<file path="src/rtl/pipe_skid_stage_reg.sv">
// Two-entry skid buffer between pipeline stages with freeze, flush and a bubble-safe control bundle.
// The head register drives the outputs; the skid register absorbs one extra entry while downstream stalls.
module pipe_skid_stage_reg #(
    parameter int unsigned DATA_W = 32,
    parameter int unsigned DEST_W = 4,
    parameter int unsigned CTRL_W = 3
) (
    input  logic              clk,
    input  logic              rst,
    input  logic              freeze,
    input  logic              flush,
    input  logic              in_valid,
    output logic              in_ready,
    input  logic [CTRL_W-1:0] in_ctrl,
    input  logic [DEST_W-1:0] in_dest,
    input  logic [DATA_W-1:0] in_alu_res,
    input  logic [DATA_W-1:0] in_val_rm,
    output logic              out_valid,
    input  logic              out_ready,
    output logic [CTRL_W-1:0] out_ctrl,
    output logic [DEST_W-1:0] out_dest,
    output logic [DATA_W-1:0] out_alu_res,
    output logic [DATA_W-1:0] out_val_rm,
    output logic [1:0]        occupancy
);

    typedef struct packed {
        logic [CTRL_W-1:0] ctrl;
        logic [DEST_W-1:0] dest;
        logic [DATA_W-1:0] alu_res;
        logic [DATA_W-1:0] val_rm;
    } entry_t;

    typedef enum logic [1:0] {
        EMPTY = 2'd0,
        ONE   = 2'd1,
        FULL  = 2'd2
    } state_t;

    state_t state, state_n;
    entry_t head, head_n;
    entry_t skid, skid_n;
    entry_t in_entry;
    logic   push;
    logic   pop;

    assign in_entry = '{ctrl: in_ctrl, dest: in_dest, alu_res: in_alu_res, val_rm: in_val_rm};

    // Handshakes depend only on state and freeze, so out_ready never reaches in_ready.
    assign in_ready  = (state != FULL) && !freeze;
    assign out_valid = (state != EMPTY) && !freeze;
    assign push      = in_valid && in_ready;
    assign pop       = out_valid && out_ready;

    assign out_ctrl    = out_valid ? head.ctrl : '0;
    assign out_dest    = head.dest;
    assign out_alu_res = head.alu_res;
    assign out_val_rm  = head.val_rm;
    assign occupancy   = 2'(state);

    always_ff @(posedge clk) begin
        if (rst) begin
            state <= EMPTY;
            head  <= '0;
            skid  <= '0;
        end else begin
            state <= state_n;
            head  <= head_n;
            skid  <= skid_n;
        end
    end

    // Flush wins over freeze; push and pop already carry the freeze gating.
    always_comb begin
        state_n = state;
        head_n  = head;
        skid_n  = skid;
        if (flush) begin
            state_n = EMPTY;
        end else begin
            case (state)
                EMPTY: begin
                    if (push) begin
                        head_n  = in_entry;
                        state_n = ONE;
                    end
                end
                ONE: begin
                    if (push && pop) begin
                        head_n = in_entry;
                    end else if (push) begin
                        skid_n  = in_entry;
                        state_n = FULL;
                    end else if (pop) begin
                        state_n = EMPTY;
                    end
                end
                FULL: begin
                    if (pop) begin
                        head_n  = skid;
                        state_n = ONE;
                    end
                end
                default: state_n = EMPTY;
            endcase
        end
    end

endmodule

</file>
<file path="config.mk">
export PLATFORM = sky130hd
export DESIGN_NAME = pipe_skid_stage_reg
export DESIGN_NICKNAME = d
export VERILOG_FILES = /design/src/rtl/pipe_skid_stage_reg.sv
export SDC_FILE = /design/constraint.sdc
export NUM_CORES = 1
export LEC_CHECK = 0
export ABC_AREA = 1
export CAP_MARGIN = 20
export CORE_MARGIN = 2
export CORE_UTILIZATION = 30
export DETAILED_ROUTE_END_ITERATION = 7
export DONT_BUFFER_PORTS = 1
export GPL_TIMING_DRIVEN = 0
export PLACE_DENSITY_LB_ADDON = 0.25
export SLEW_MARGIN = 20
export SYNTH_ARGS = -nofsm -noshare
export SYNTH_HDL_FRONTEND = slang
export SYNTH_SLANG_ARGS = --single-unit
</file>
<file path="constraint.sdc">
create_clock -name clk -period 1.45 [get_ports clk]
set_input_delay 0.435 -clock clk [delete_from_list [all_inputs] [get_ports clk]]
set_output_delay 0.435 -clock clk [all_outputs]
set_load 0.005 [all_outputs]
</file>
* Word-level counts from Yosys, hierarchy flattened
Cells that the tools add are included.
** Cells by class
- Eq/ne operators :: 8
- Muxes and demuxes :: 11
- Bitwise logic cells :: 2
- Reduce and logical (&&, ||, !) cells :: 13
** Operators with widths (count)
- 71-bit two-way mux :: 3
- 71-bit case mux with 3 select lines :: 1
- 2-bit two-way mux :: 5
- 2-bit inequality test, second input constant :: 5
- 4-bit AND reduction :: 2
- 2-bit case mux with 3 select lines :: 1
- 1-bit logical AND :: 5
- 5-bit AND reduction :: 1
- 3-bit two-way mux :: 1
- 3-bit inequality test, second input constant :: 1
- 3-bit nonzero test :: 1
- 2-bit by 1-bit equality test with 1-bit output, second input constant :: 1
- 2-bit equality test, second input constant :: 1
- 2-bit logical NOT :: 1
- 1-bit NOT :: 2
- 2-bit nonzero test :: 1
- 2-bit OR reduction :: 1
- 1-bit logical NOT :: 1
** Word-level totals
- Register bits :: 144
- Input bits :: 77

* Logic depth before layout (Yosys ltp)
Gate-level depths: netlist (run 1).
- Depth after elaboration :: 7
- Depth in mapped cells :: 10

* Least setup slack after synthesis (run 1)
OpenSTA, ideal clock, no wires.
- Path type :: input port to flip-flop
- From :: input port freeze
- To :: register head[70] in the netlist's numbering
- Setup time :: 113 ps
- Data arrival time :: 1396 ps
- Data required time :: 1337 ps
- Setup slack :: -59 ps
- Stages on the path :: 9
- Path buffers :: 1
- Path through :: inv_1 -> nand3_2 -> nor2_2 -> nand2_1 -> nand2_1 -> buf_2 -> nand3_1 -> nand2_1 -> nor2_1
** Between the ends
- Word-level cells in the longest chain between the ends :: 6
- Elaborated cells between the ends (all ways) :: 10
- Classes of those cells :: eq/ne: 3; reduce/logical: 7
** RTL lines
- start: declaration :: line 10 : input logic freeze,
- 1-bit logical NOT (*) :: line 50, 51
- 1-bit logical AND, on equally long branches :: line 50, 51
- 1-bit logical AND, on equally long branches :: line 52, 53
- 1-bit logical AND :: line 89 : if (push && pop) begin
- 2-bit inequality test (no source line)
- 5-bit AND reduction (no source line) (*)
- end signal: assignment :: line 68 : head <= head_n;
- end: declaration :: line 41 : entry_t head, head_n;
Every way passes the cells marked *; elsewhere a longest branch is shown, timed or not.
A chain may end at the register's enable or synchronous reset.

* Final worst setup path (run 1)
- From :: register state[0], in the netlist occupancy[0]
- To :: output port out_ctrl[0]
** Between the ends
- Word-level cells in the longest chain between the ends :: 3
** RTL lines
- start: declaration :: line 40 : state_t state, state_n;
- start signal: assignment :: line 67 : state <= state_n;
- 2-bit nonzero test :: line 51 : assign out_valid = (state != EMPTY) && !freeze;
- 1-bit logical AND :: line 51
- named net out_valid :: line 18 : output logic out_valid,
- 3-bit two-way mux :: line 55 : assign out_ctrl = out_valid ? head.ctrl : '0;
- end: declaration :: line 20 : output logic [CTRL_W-1:0] out_ctrl,
The timed path passes the listed nets, and every way through them passes these cells.

==> flow_metrics.env, run 1 <==
export IMPL_cts_htree_levels=4
export IMPL_hold_worst_slack_ns=0.263
export IMPL_portBuffers=0
export IMPL_worstHoldStart="in_alu_res[1]"
export IMPL_startpoint_type="flop"
export IMPL_wl_um=22700
export IMPL_fin_ws_ns=-0.367
export IMPL_vias=7080
export IMPL_grt_use_met2_pct=27.6
export IMPL_fin_crit_ns=1.82
export IMPL_cts_sinks=144
export IMPL_netlist_cell_type_count=20
export IMPL_grt_max_degree=17
export IMPL_power_density_nw_per_um2=1100
export IMPL_globalRouteTotalUtil_pct=16.9
export IMPL_violations="negative setup slack"
export IMPL_crit_start="occupancy[0]$_SDFFE_PP0P_"
export IMPL_hold_end="skid[33]$_SDFFE_PP0P_"
export IMPL_cap_violations=0
export IMPL_clockPowerShare_pct=48.0
export IMPL_final_hold_viol_count=0
export IMPL_start_util_pct=30.5
export IMPL_seq_power_share_pct=40.2
export IMPL_power_frac_comb_pct=11.8
export IMPL_leakagePower_nw=4.45
export IMPL_ys_seq_area_share_pct=37.8
export IMPL_tightest_slew_ns=0.572
export IMPL_pre_cts_slack_ns=-0.686
export IMPL_swShare_pct=25.6
export IMPL_yosys_register_bits=144
export IMPL_cts_buffers=17
export IMPL_reg2reg_from="occupancy[0]$_SDFFE_PP0P_"
export IMPL_grt_pass1_wl_um=35000
export IMPL_ios=152
export IMPL_drtPass1Iterations=5
export IMPL_drtIter0Drc=449
export IMPL_finalNetCount=1311
export IMPL_arrival_ns=1.38
export IMPL_grt_overflow=0
export IMPL_r2r_end="out_val_rm[26]$_SDFFE_PP0P_"
export IMPL_post_route_period_util_pct=125
export IMPL_yosysWarnings=0
export IMPL_grt_pass1_vias=6540
export IMPL_met3_usage_pct=4.52
export IMPL_area_growth_pct=24.7
export IMPL_synth_top_area_cell="dfxtp_1"
export IMPL_drc=0
export IMPL_cts_root_buf="clkbuf_16"
export IMPL_crit_path_max_fanout=4
export IMPL_reg2reg_setup_slack_ns=-0.36
export IMPL_antenna_found_initial=0
export IMPL_ant_nets=0
export IMPL_avgViaCountPerCell=4.49
export IMPL_total_power_mw=10.5
export IMPL_clkTransAtPathRegs_ns=0.06
export IMPL_wl_per_cell_um=14.4
export IMPL_n_antenna_cell=0
export IMPL_worst_path_max_delay_cell="dfxtp_4"
export IMPL_busiest_layer="met2"
export IMPL_rows=58
export IMPL_synth_area_leaders="dfxtp_1, nor2_1, nand2_1"
export IMPL_clock_skew_ns=0.00956
export IMPL_internal_power_mw=7.80
export IMPL_hold_path_class="in -> reg"
export IMPL_synthCells=1188
export IMPL_slowest_delay_ns=0.42
export IMPL_synth_area_um2=7630
export IMPL_clock_latency_ns=0.43
export IMPL_dieArea_um2=26700
export IMPL_irDropWorstVdd_mv=0.554
export IMPL_hold_depth=4
export IMPL_critPathRequiredTime_ns=1.02
export IMPL_syn_nets=1265
export IMPL_rsz0062_at_grt="yes"
export IMPL_gp_congestion=0.781
export IMPL_final_common_cell="nor2_1"
export IMPL_drv_slew=0
export IMPL_cts_tree="yes"
export IMPL_syn_avg_cell_area_um2=6.42
export IMPL_fill_cells=2691
export IMPL_dpl_hpwl_um=15400
export IMPL_reg2reg_depth=11
export IMPL_die_y_um=163
export IMPL_drive_gt1_share_pct=17.6
export IMPL_crit_type="reg -> out"
export IMPL_crit_family="flip-flops"
export IMPL_net_switching_power_mw=2.69
export IMPL_max_clock_path_buffers=2
export IMPL_end_kind="output port"
export IMPL_status="finished with violations"
export IMPL_dieWidth_um=163
export IMPL_synth_top_cell_area_share_pct=37.8
export IMPL_critical_path_cell_chain="inv_6 -> nand2_4 -> inv_4 -> nor2_4 -> inv_4 -> nor2_4"
export IMPL_design_core_area_um2=25000
export IMPL_crit_buf_inv=3
export IMPL_setup_viol=147
export IMPL_timing_fmax_ghz=0.550
export IMPL_met1_usage_pct=22.2
export IMPL_layout_common_cells="nor2_1, nand2_1, inv_1"
export IMPL_relSlewSlack_pct=61.9
-- metal layers --
metal  wire, um  vias to the layer above  part of all wire (%)
li1           -                     3701                     -
met1      10700                     3193                    47
met2      10500                      168                    46
met3       1240                       18                   5.5
met4        249                        0                   1.1
met5          0                        -                     0
-- sequential cells by signal (all words and copies together) (netlist names) --
| signal | cells |
|---|---|
| out_dest | 4 |
| out_alu_res | 32 |
| out_val_rm | 32 |
| head | 3 |
| occupancy | 2 |
| skid | 71 |
-- repair_timing --
action | 4_1_cts | 5_1_grt
gates cloned | 0 | 10
hold buffers | 0 | 0
endpoints found under the setup margin | 149 | 148
pin swaps | 8 | 12
buffers inserted | 8 | 10
gates resized for setup | 36 | 84
-- power by group through the flow --
stage	clock, mW	sequential, mW	combinational [mW]
detailed placement	0	4.30	1.14
finish	5.04	4.21	1.24
global route	5.35	4.23	1.41
CTS	5.17	4.21	1.18
floorplan	0	4.28	0.909
global placement	0	4.30	1.13
-- metrics by stage --
stage | instances | utilization, % | TNS (ns) | cell area (um^2)
6_report | 1577 | 38.0 | -44.51 | 9510
5_1_grt | 1577 | 38.0 | -58.66 | 9510
4_1_cts | 1558 | 35.8 | -46.59 | 8970
3_5_place_dp | 1518 | 32.4 | -74.93 | 8110
3_3_place_gp | 1518 | 32.4 | -75.95 | 8110
2_1_floorplan | 1188 | - | 0 | 7700
-- synthesized netlist by cell type --
library cell,number
nor3_4,1
buf_6,14
buf_4,75
o21ai_0,72
buf_2,21
buf_1,17
clkbuf_1,22
dfxtp_1,144
nand4_1,71
nand3_2,2
nor2_4,1
inv_1,150
nor2_2,3
nand2_1,221
nand2_2,2
nand3_1,74
nor2_1,290
a21oi_1,2
a41oi_1,1
inv_2,5
-- how the worst max path moves through the flow --
stage                                              end  slack [ns]  depth (start not counted)
after floorplan                   skid[0]$_SDFFE_PP0P_       0.009                          8
after global placement     out_alu_res[8]$_SDFFE_PP0P_       -0.69                         10
after detailed placement  out_alu_res[28]$_SDFFE_PP0P_       -0.69                         10
after CTS                                  out_ctrl[0]       -0.42                          6
after global routing       out_val_rm[26]$_SDFFE_PP0P_       -0.46                         11
final                                      out_ctrl[0]       -0.37                          6
-- worst reg2reg max path: cells and delay by family, from the launching register on --
family,cells,cell delay (ns)
flip-flops,1,0.42
AND/OR/NAND/NOR,8,0.87
buffers and inverters,3,0.42
-- kinds of logic (layout without fill, tap and decap cells) --
group           Yosys count  in the layout  synth area share [%]
compound gates           75             75                  4.97
buf+inv                 304            363                  20.4
flops                   144            144                  37.8
simple gates            665            665                  36.9
-- final cells by class --
type                       instances  area [um^2]  area share, %
multi-input combinational        740         3320           34.9
sequential                       144         2890           30.4
buffer                           148         1180           12.4
inverter                         155          602           6.33
clock buffer                      18          439           4.62
timing repair buffer              28          438           4.61
tap                              330          413           4.34
clock inverter                    14          226           2.38
(Power assumes the default switching activity.)
==> run 2: changes to the inputs <==
--- a/config.mk
+++ b/config.mk
@@ -17,3 +17,4 @@
 export SYNTH_ARGS = -nofsm -noshare
 export SYNTH_HDL_FRONTEND = slang
 export SYNTH_SLANG_ARGS = --single-unit
+export TNS_END_PERCENT = 50
==> constraint.sdc (replaced) <==
create_clock -name clk -period 2.2 [get_ports clk]
set_input_delay 0.66 -clock clk [delete_from_list [all_inputs] [get_ports clk]]
set_output_delay 0.66 -clock clk [all_outputs]
set_load 0.005 [all_outputs]
==> run 2 against run 1 <==
The flow now finishes without violations. Clock power shrank 41%. Cell count down 1.6%. Sequential share of layout area is 2.8 points higher. Clock skew is 0.0018 ns lower. Critical path depth unchanged. Critical path type unchanged. Critical endpoint is now out_ctrl[2].
==> flow_metrics.env, run 2 (same netlist as run 1, synthesis figures left out) <==
export IMPL_status="finished, final reports clean"
export IMPL_gp_congestion=0.781
export IMPL_grt_overflow=0
export IMPL_grt_pass1_wl_um=34500
export IMPL_dpl_hpwl_um=15500
export IMPL_startpoint_type="flop"
export IMPL_ios=152
export IMPL_portBuffers=0
export IMPL_met2_length_um=9700
export IMPL_grt_max_degree=17
export IMPL_total_power_mw=6.46
export IMPL_grt_pass1_vias=6528
export IMPL_crit_type="reg -> out"
export IMPL_fin_crit_ns=2.12
export IMPL_drtIter0Drc=458
export IMPL_leakagePower_nw=4.07
export IMPL_clkTransAtPathRegs_ns=0.06
export IMPL_n_antenna_cell=0
export IMPL_drtPass1Iterations=4
export IMPL_end_kind="output port"
export IMPL_crit_path_max_fanout=5
export IMPL_clock_skew_ns=0.00774
export IMPL_cts_buffers=17
export IMPL_fill_cells=2823
export IMPL_finalNetCount=1285
export IMPL_rsz0062_at_grt="no"
export IMPL_final_common_cell="nor2_1"
export IMPL_hold_path_class="reg -> reg"
export IMPL_met3_wirelength_um=1130
export IMPL_die_y_um=163
export IMPL_cts_root_buf="clkbuf_16"
export IMPL_design_core_area_um2=25000
export IMPL_post_route_period_util_pct=96.6
export IMPL_arrival_ns=1.46
export IMPL_layout_common_cells="nor2_1, nand2_1, inv_1"
export IMPL_globalRouteTotalUtil_pct=16.5
export IMPL_hold_worst_slack_ns=0.464
export IMPL_antenna_found_initial=0
export IMPL_avgViaCountPerCell=4.50
export IMPL_rows=58
export IMPL_drive_gt1_share_pct=13.5
export IMPL_drv_slew=0
export IMPL_max_clock_path_buffers=2
export IMPL_multi_input_area_um2=3240
export IMPL_vias=6985
export IMPL_wl_per_cell_um=14.1
export IMPL_finalCoreUtilization_pct=34.7
export IMPL_dieArea_um2=26700
export IMPL_dp_cells=1518
export IMPL_cap_violations=0
export IMPL_cts_htree_levels=4
export IMPL_relSlewSlack_pct=45.9
export IMPL_highest_layer="met4"
export IMPL_clock_latency_ns=0.42
export IMPL_wl_um=21900
export IMPL_dieWidth_um=163
export IMPL_wl_met1_um=10700
export IMPL_timing_fmax_ghz=0.471
export IMPL_regMostFlops="skid"
export IMPL_final_hold_viol_count=0
export IMPL_cts_sinks=144
export IMPL_largest_reg_flops=71
export IMPL_tightest_slew_ns=0.812
export IMPL_power_density_nw_per_um2=743
export IMPL_seqCellArea_um2=2890
export IMPL_area_growth_pct=14.0
export IMPL_irDropWorstVdd_mv=0.366
export IMPL_start_util_pct=30.5
export IMPL_critPathRequiredTime_ns=1.54
export IMPL_ant_nets=0
export IMPL_cts_hold_buf=0
export IMPL_final_cells=1551
export IMPL_cts_tree="yes"
export IMPL_drc=0
export IMPL_setup_viol=0
-- run 2: cell types whose count changed in the layout (fill, tap and decap cells not counted), sizes merged --
cell | previous run | this run
clkinvlp | 2 | 6
clkbuf | 50 | 43
buf | 144 | 128
inv | 160 | 157
clkinv | 2 | 1
bufinv | 5 | 2
-- run 2: area by class of cell --
cell class | count | share of cell area (%)
Clock buffer | 21 | 5.29
Tap cell | 330 | 4.75
Multi-Input combinational cell | 740 | 37.2
Sequential cell | 144 | 33.2
Timing Repair Buffer | 1 | 0.0863
Inverter | 155 | 6.72
Clock inverter | 11 | 1.51
Buffer | 149 | 11.2
-- run 2: report_power, final --
group	internal, mW	switching [mW]	total (mW)
Clock	1.74	1.21	2.95
Sequential	2.72	0.0602	2.78
Combinational	0.298	0.436	0.733
-- run 2: worst paths after layout --
path	to	from	slack, ns	cells past startpoint
setup / recovery	out_ctrl[2]	occupancy[0]$_SDFFE_PP0P_	0.08	6
hold / removal	skid[68]$_SDFFE_PP0P_	skid[68]$_SDFFE_PP0P_	0.46	2
setup reg to reg	out_alu_res[23]$_SDFFE_PP0P_	occupancy[1]$_SDFFE_PP0P_	0.30	9
hold reg to reg	skid[68]$_SDFFE_PP0P_	skid[68]$_SDFFE_PP0P_	0.46	2
-- run 2: critical path: stages, from the launching register on --
cell and delay (ns):
dfxtp_4 0.41, inv_2 0.08, nand2_2 0.08, inv_1 0.08
nor2_4 0.19, inv_4 0.09, nor2_4 0.11
-- run 2: routing by layer --
layer / GRT usage (%) / vias to the layer above
met3: 3.53 / 21
met2: 26.7 / 157
met4: 5.34 / 0
li1: - / 3638
met5: 0 / -
met1: 22.0 / 3169
-- run 2: timing repair --
action                     in CTS  in global routing
pin swaps                       1                  1
cloned                          0                  0
setup buffers                   1                  0
setup endpoints to repair      74                 66
gates resized for setup        12                  7
-- run 2: stage by stage --
stage               setup WS [ns]  cell area [um^2]  setup TNS, ns
floorplan                   0.466              7630              0
global placement           -0.175              8040         -10.37
detailed placement         -0.183              8040         -11.11
CTS                      0.000864              8670              0
global route              0.00574              8700              0
finish                     0.0754              8700              0
==> run 3: changes to the inputs <==
--- a/config.mk
+++ b/config.mk
@@ -5,14 +5,13 @@
 export SDC_FILE = /design/constraint.sdc
 export NUM_CORES = 1
 export LEC_CHECK = 0
-export ABC_AREA = 1
 export CAP_MARGIN = 20
 export CORE_MARGIN = 2
 export CORE_UTILIZATION = 30
 export DETAILED_ROUTE_END_ITERATION = 7
 export DONT_BUFFER_PORTS = 1
 export GPL_TIMING_DRIVEN = 0
-export PLACE_DENSITY_LB_ADDON = 0.25
+export PLACE_DENSITY_LB_ADDON = 0.05
 export SLEW_MARGIN = 20
 export SYNTH_ARGS = -nofsm -noshare
 export SYNTH_HDL_FRONTEND = slang
==> run 3 against run 2 <==
Total power shrank 6.1%. Critical endpoint is now in_ready. First-iteration DRC count shrank 62%. Clock skew grew 0.0043 ns. Wire length shrank 15%. Largest cell class unchanged.
==> flow_metrics.env, run 3 <==
export IMPL_status="finished, final reports clean"
export IMPL_drtIter0Drc=172
export IMPL_synth_xor_area_share_pct=0
export IMPL_syn_nets=804
export IMPL_place_area_um2=7190
export IMPL_multi_input_area_um2=3070
export IMPL_crit_family="flip-flops"
export IMPL_vias=5038
export IMPL_grt_overflow=0
export IMPL_crit_path_max_fanout=19
export IMPL_hold_depth=1
export IMPL_dp_cells=1012
export IMPL_startpoint_type="flop"
export IMPL_irDropWorstVdd_mv=0.437
export IMPL_max_clock_path_buffers=2
export IMPL_post_route_period_util_pct=96.2
export IMPL_leakagePower_nw=3.12
export IMPL_layout_common_cells="nand2_1, dfxtp_1, a21oi_1"
export IMPL_n_antenna_cell=0
export IMPL_ios=152
export IMPL_slowest_delay_ns=0.42
export IMPL_finalNetCount=822
export IMPL_dieWidth_um=155
export IMPL_clock_latency_ns=0.42
export IMPL_power_density_nw_per_um2=782
export IMPL_drive_gt1_share_pct=30.5
export IMPL_seq_power_share_pct=44.9
export IMPL_hold_worst_slack_ns=0.311
export IMPL_reg2reg_depth=6
export IMPL_synth_area_leaders="dfxtp_1, a211oi_2, mux2i_1"
export IMPL_synthSimpleGateAreaFrac_pct=9.37
export IMPL_netlist_cell_type_count=23
export IMPL_seqCellArea_um2=2890
export IMPL_cap_violations=0
export IMPL_final_area_um2=7760
export IMPL_wl_um=18600
export IMPL_dieArea_um2=24000
export IMPL_synth_edff_count=0
export IMPL_internal_power_mw=4.58
export IMPL_clock_skew_ns=0.0120
export IMPL_gp_congestion=0.701
export IMPL_synth_area_um2=6840
export IMPL_largest_reg_flops=71
export IMPL_yosys_register_bits=144
export IMPL_cts_tree="yes"
export IMPL_wl_per_cell_um=17.8
export IMPL_drc=0
export IMPL_crit_buf_inv=1
export IMPL_critPathRequiredTime_ns=1.54
export IMPL_arrival_ns=1.46
export IMPL_cts_buffers=17
export IMPL_grt_max_degree=20
export IMPL_grt_pass1_wl_um=29000
export IMPL_relSlewSlack_pct=44.5
export IMPL_avgViaCountPerCell=4.83
export IMPL_synth_top_area_cell="dfxtp_1"
export IMPL_worstHoldStart="flush"
export IMPL_design_core_area_um2=22500
export IMPL_async_reset_ff_share_pct=0
export IMPL_synthCells=727
export IMPL_ys_flop_type="dfxtp_1"
export IMPL_dpl_hpwl_um=13000
export IMPL_cts_sinks=144
export IMPL_setup_viol=0
export IMPL_final_common_cell="nand2_1"
export IMPL_drtPass1Iterations=5
export IMPL_muxShareOfSynthArea_pct=10.4
export IMPL_ant_nets=0
export IMPL_ys_seq_area_share_pct=42.2
export IMPL_reg2reg_setup_slack_ns=0.37
export IMPL_swShare_pct=24.4
export IMPL_fill_cells=2280
export IMPL_cts_root_buf="clkbuf_16"
export IMPL_net_switching_power_mw=1.48
export IMPL_drv_slew=0
export IMPL_reg2reg_from="occupancy[1]$_SDFFE_PP0P_"
export IMPL_final_cells=1042
export IMPL_regMostFlops="skid"
export IMPL_worst_path_max_delay_cell="dfxtp_2"
export IMPL_yosysWarnings=0
export IMPL_ys_top_cells_by_count="dfxtp_1, nand2_1, a21oi_1"
export IMPL_rsz0062_at_grt="no"
export IMPL_clkTransAtPathRegs_ns=0.05
export IMPL_clockPowerShare_pct=46.9
export IMPL_crit_type="reg -> out"
export IMPL_tightest_slew_ns=0.833
export IMPL_rows=55
export IMPL_fin_crit_ns=2.12
export IMPL_synth_top_family_by_area="compound AO/OA/AOI/OAI gates"
export IMPL_start_util_pct=30.4
export IMPL_antenna_found_initial=0
export IMPL_syn_avg_cell_area_um2=9.40
export IMPL_die_y_um=155
export IMPL_grt_pass1_vias=5179
export IMPL_power_frac_comb_pct=8.3
export IMPL_synth_top_cell_area_share_pct=42.2
export IMPL_finalSetupTns_ns=0
export IMPL_synth_compound_area_share_pct=25.0
export IMPL_final_hold_viol_count=0
export IMPL_hold_path_class="in -> reg"
export IMPL_r2r_end="out_alu_res[3]$_SDFFE_PP0P_"
export IMPL_cts_htree_levels=4
export IMPL_synth_adder_area_share_pct=0
export IMPL_hold_end="occupancy[0]$_SDFFE_PP0P_"
export IMPL_globalRouteTotalUtil_pct=15.7
export IMPL_portBuffers=0
export IMPL_area_growth_pct=13.6
export IMPL_critical_path_cell_chain="nand2b_1 -> buf_6 -> and2_1"
export IMPL_timing_fmax_ghz=0.472
export IMPL_end_kind="output port"
==> run 3: cell types whose count changed in the layout (fill, tap and decap cells not counted), moves of 70 or more <==
cell,change
a211oi_2,+70
a21oi_1,+123
nand4_1,-71
o21ai_0,-71
nor2_1,-284
nand2_1,-75
nand3_1,-74
mux2i_1,+71
inv_1,-147
==> run 3: cells by family (layout without fill, tap and decap cells) <==
| logic type | count (synthesis) | count (layout) |
|---|---|---|
| AOI/OAI and AO/OA | 220 | 220 |
| and+or+nand+nor | 160 | 160 |
| DFF | 144 | 144 |
| buffers and inverters | 132 | 162 |
| muxes | 71 | 71 |
==> run 3: power by group through the flow <==
stage                     registers (mW)  logic [mW]  clock network, mW
after CTS                           2.72       0.512               2.94
after global placement              2.78       0.502                  0
after global routing                2.73       0.553               3.06
final                               2.72       0.501               2.84
after floorplan                     2.77       0.411                  0
after detailed placement            2.78       0.509                  0
==> run 3: metrics by stage <==
step	setup WS [ns]	utilization (%)	power [mW]
floorplan	0.440	-	3.18
global placement	-0.217	32.0	3.28
detailed placement	-0.302	32.0	3.29
CTS	0.0133	34.5	6.17
global route	0.0123	34.5	6.34
finish	0.0835	34.5	6.07
==> run 3: how the worst max path moves through the flow <==
stage	end	from	slack [ns]	cells after the start
floorplan	skid[48]$_SDFFE_PP0P_	rst	0.44	4
global placement	skid[56]$_SDFFE_PP0P_	rst	-0.22	4
detailed placement	skid[60]$_SDFFE_PP0P_	rst	-0.30	4
CTS	out_ctrl[0]	occupancy[1]$_SDFFE_PP0P_	0.01	3
global route	in_ready	occupancy[0]$_SDFFE_PP0P_	0.01	3
finish	in_ready	occupancy[0]$_SDFFE_PP0P_	0.08	3
==> run 3: repair_timing <==
action | CTS | global route
hold buffers | 0 | 0
gates resized for setup | 4 | 1
endpoints found under the setup margin | 4 | 3
setup buffers | 0 | 0
==> run 3: area by class of cell <==
type / instances / area share [%]
multi-input cells: 451 / 39.5
flip-flops and latches: 144 / 37.2
plain buffers: 129 / 11.3
clock buffers: 21 / 5.80
well taps: 285 / 4.59
clock inverters: 10 / 1.47
inverters: 2 / 0.0967
==> run 3: per-layer routing <==
metal	part of all wire (%)	routed length (um)	track usage (%)
met3	7.0	1310	4.99
met2	48	8840	26.2
met5	0	0	0
met1	44	8140	19.2
met4	1.4	268	5.11
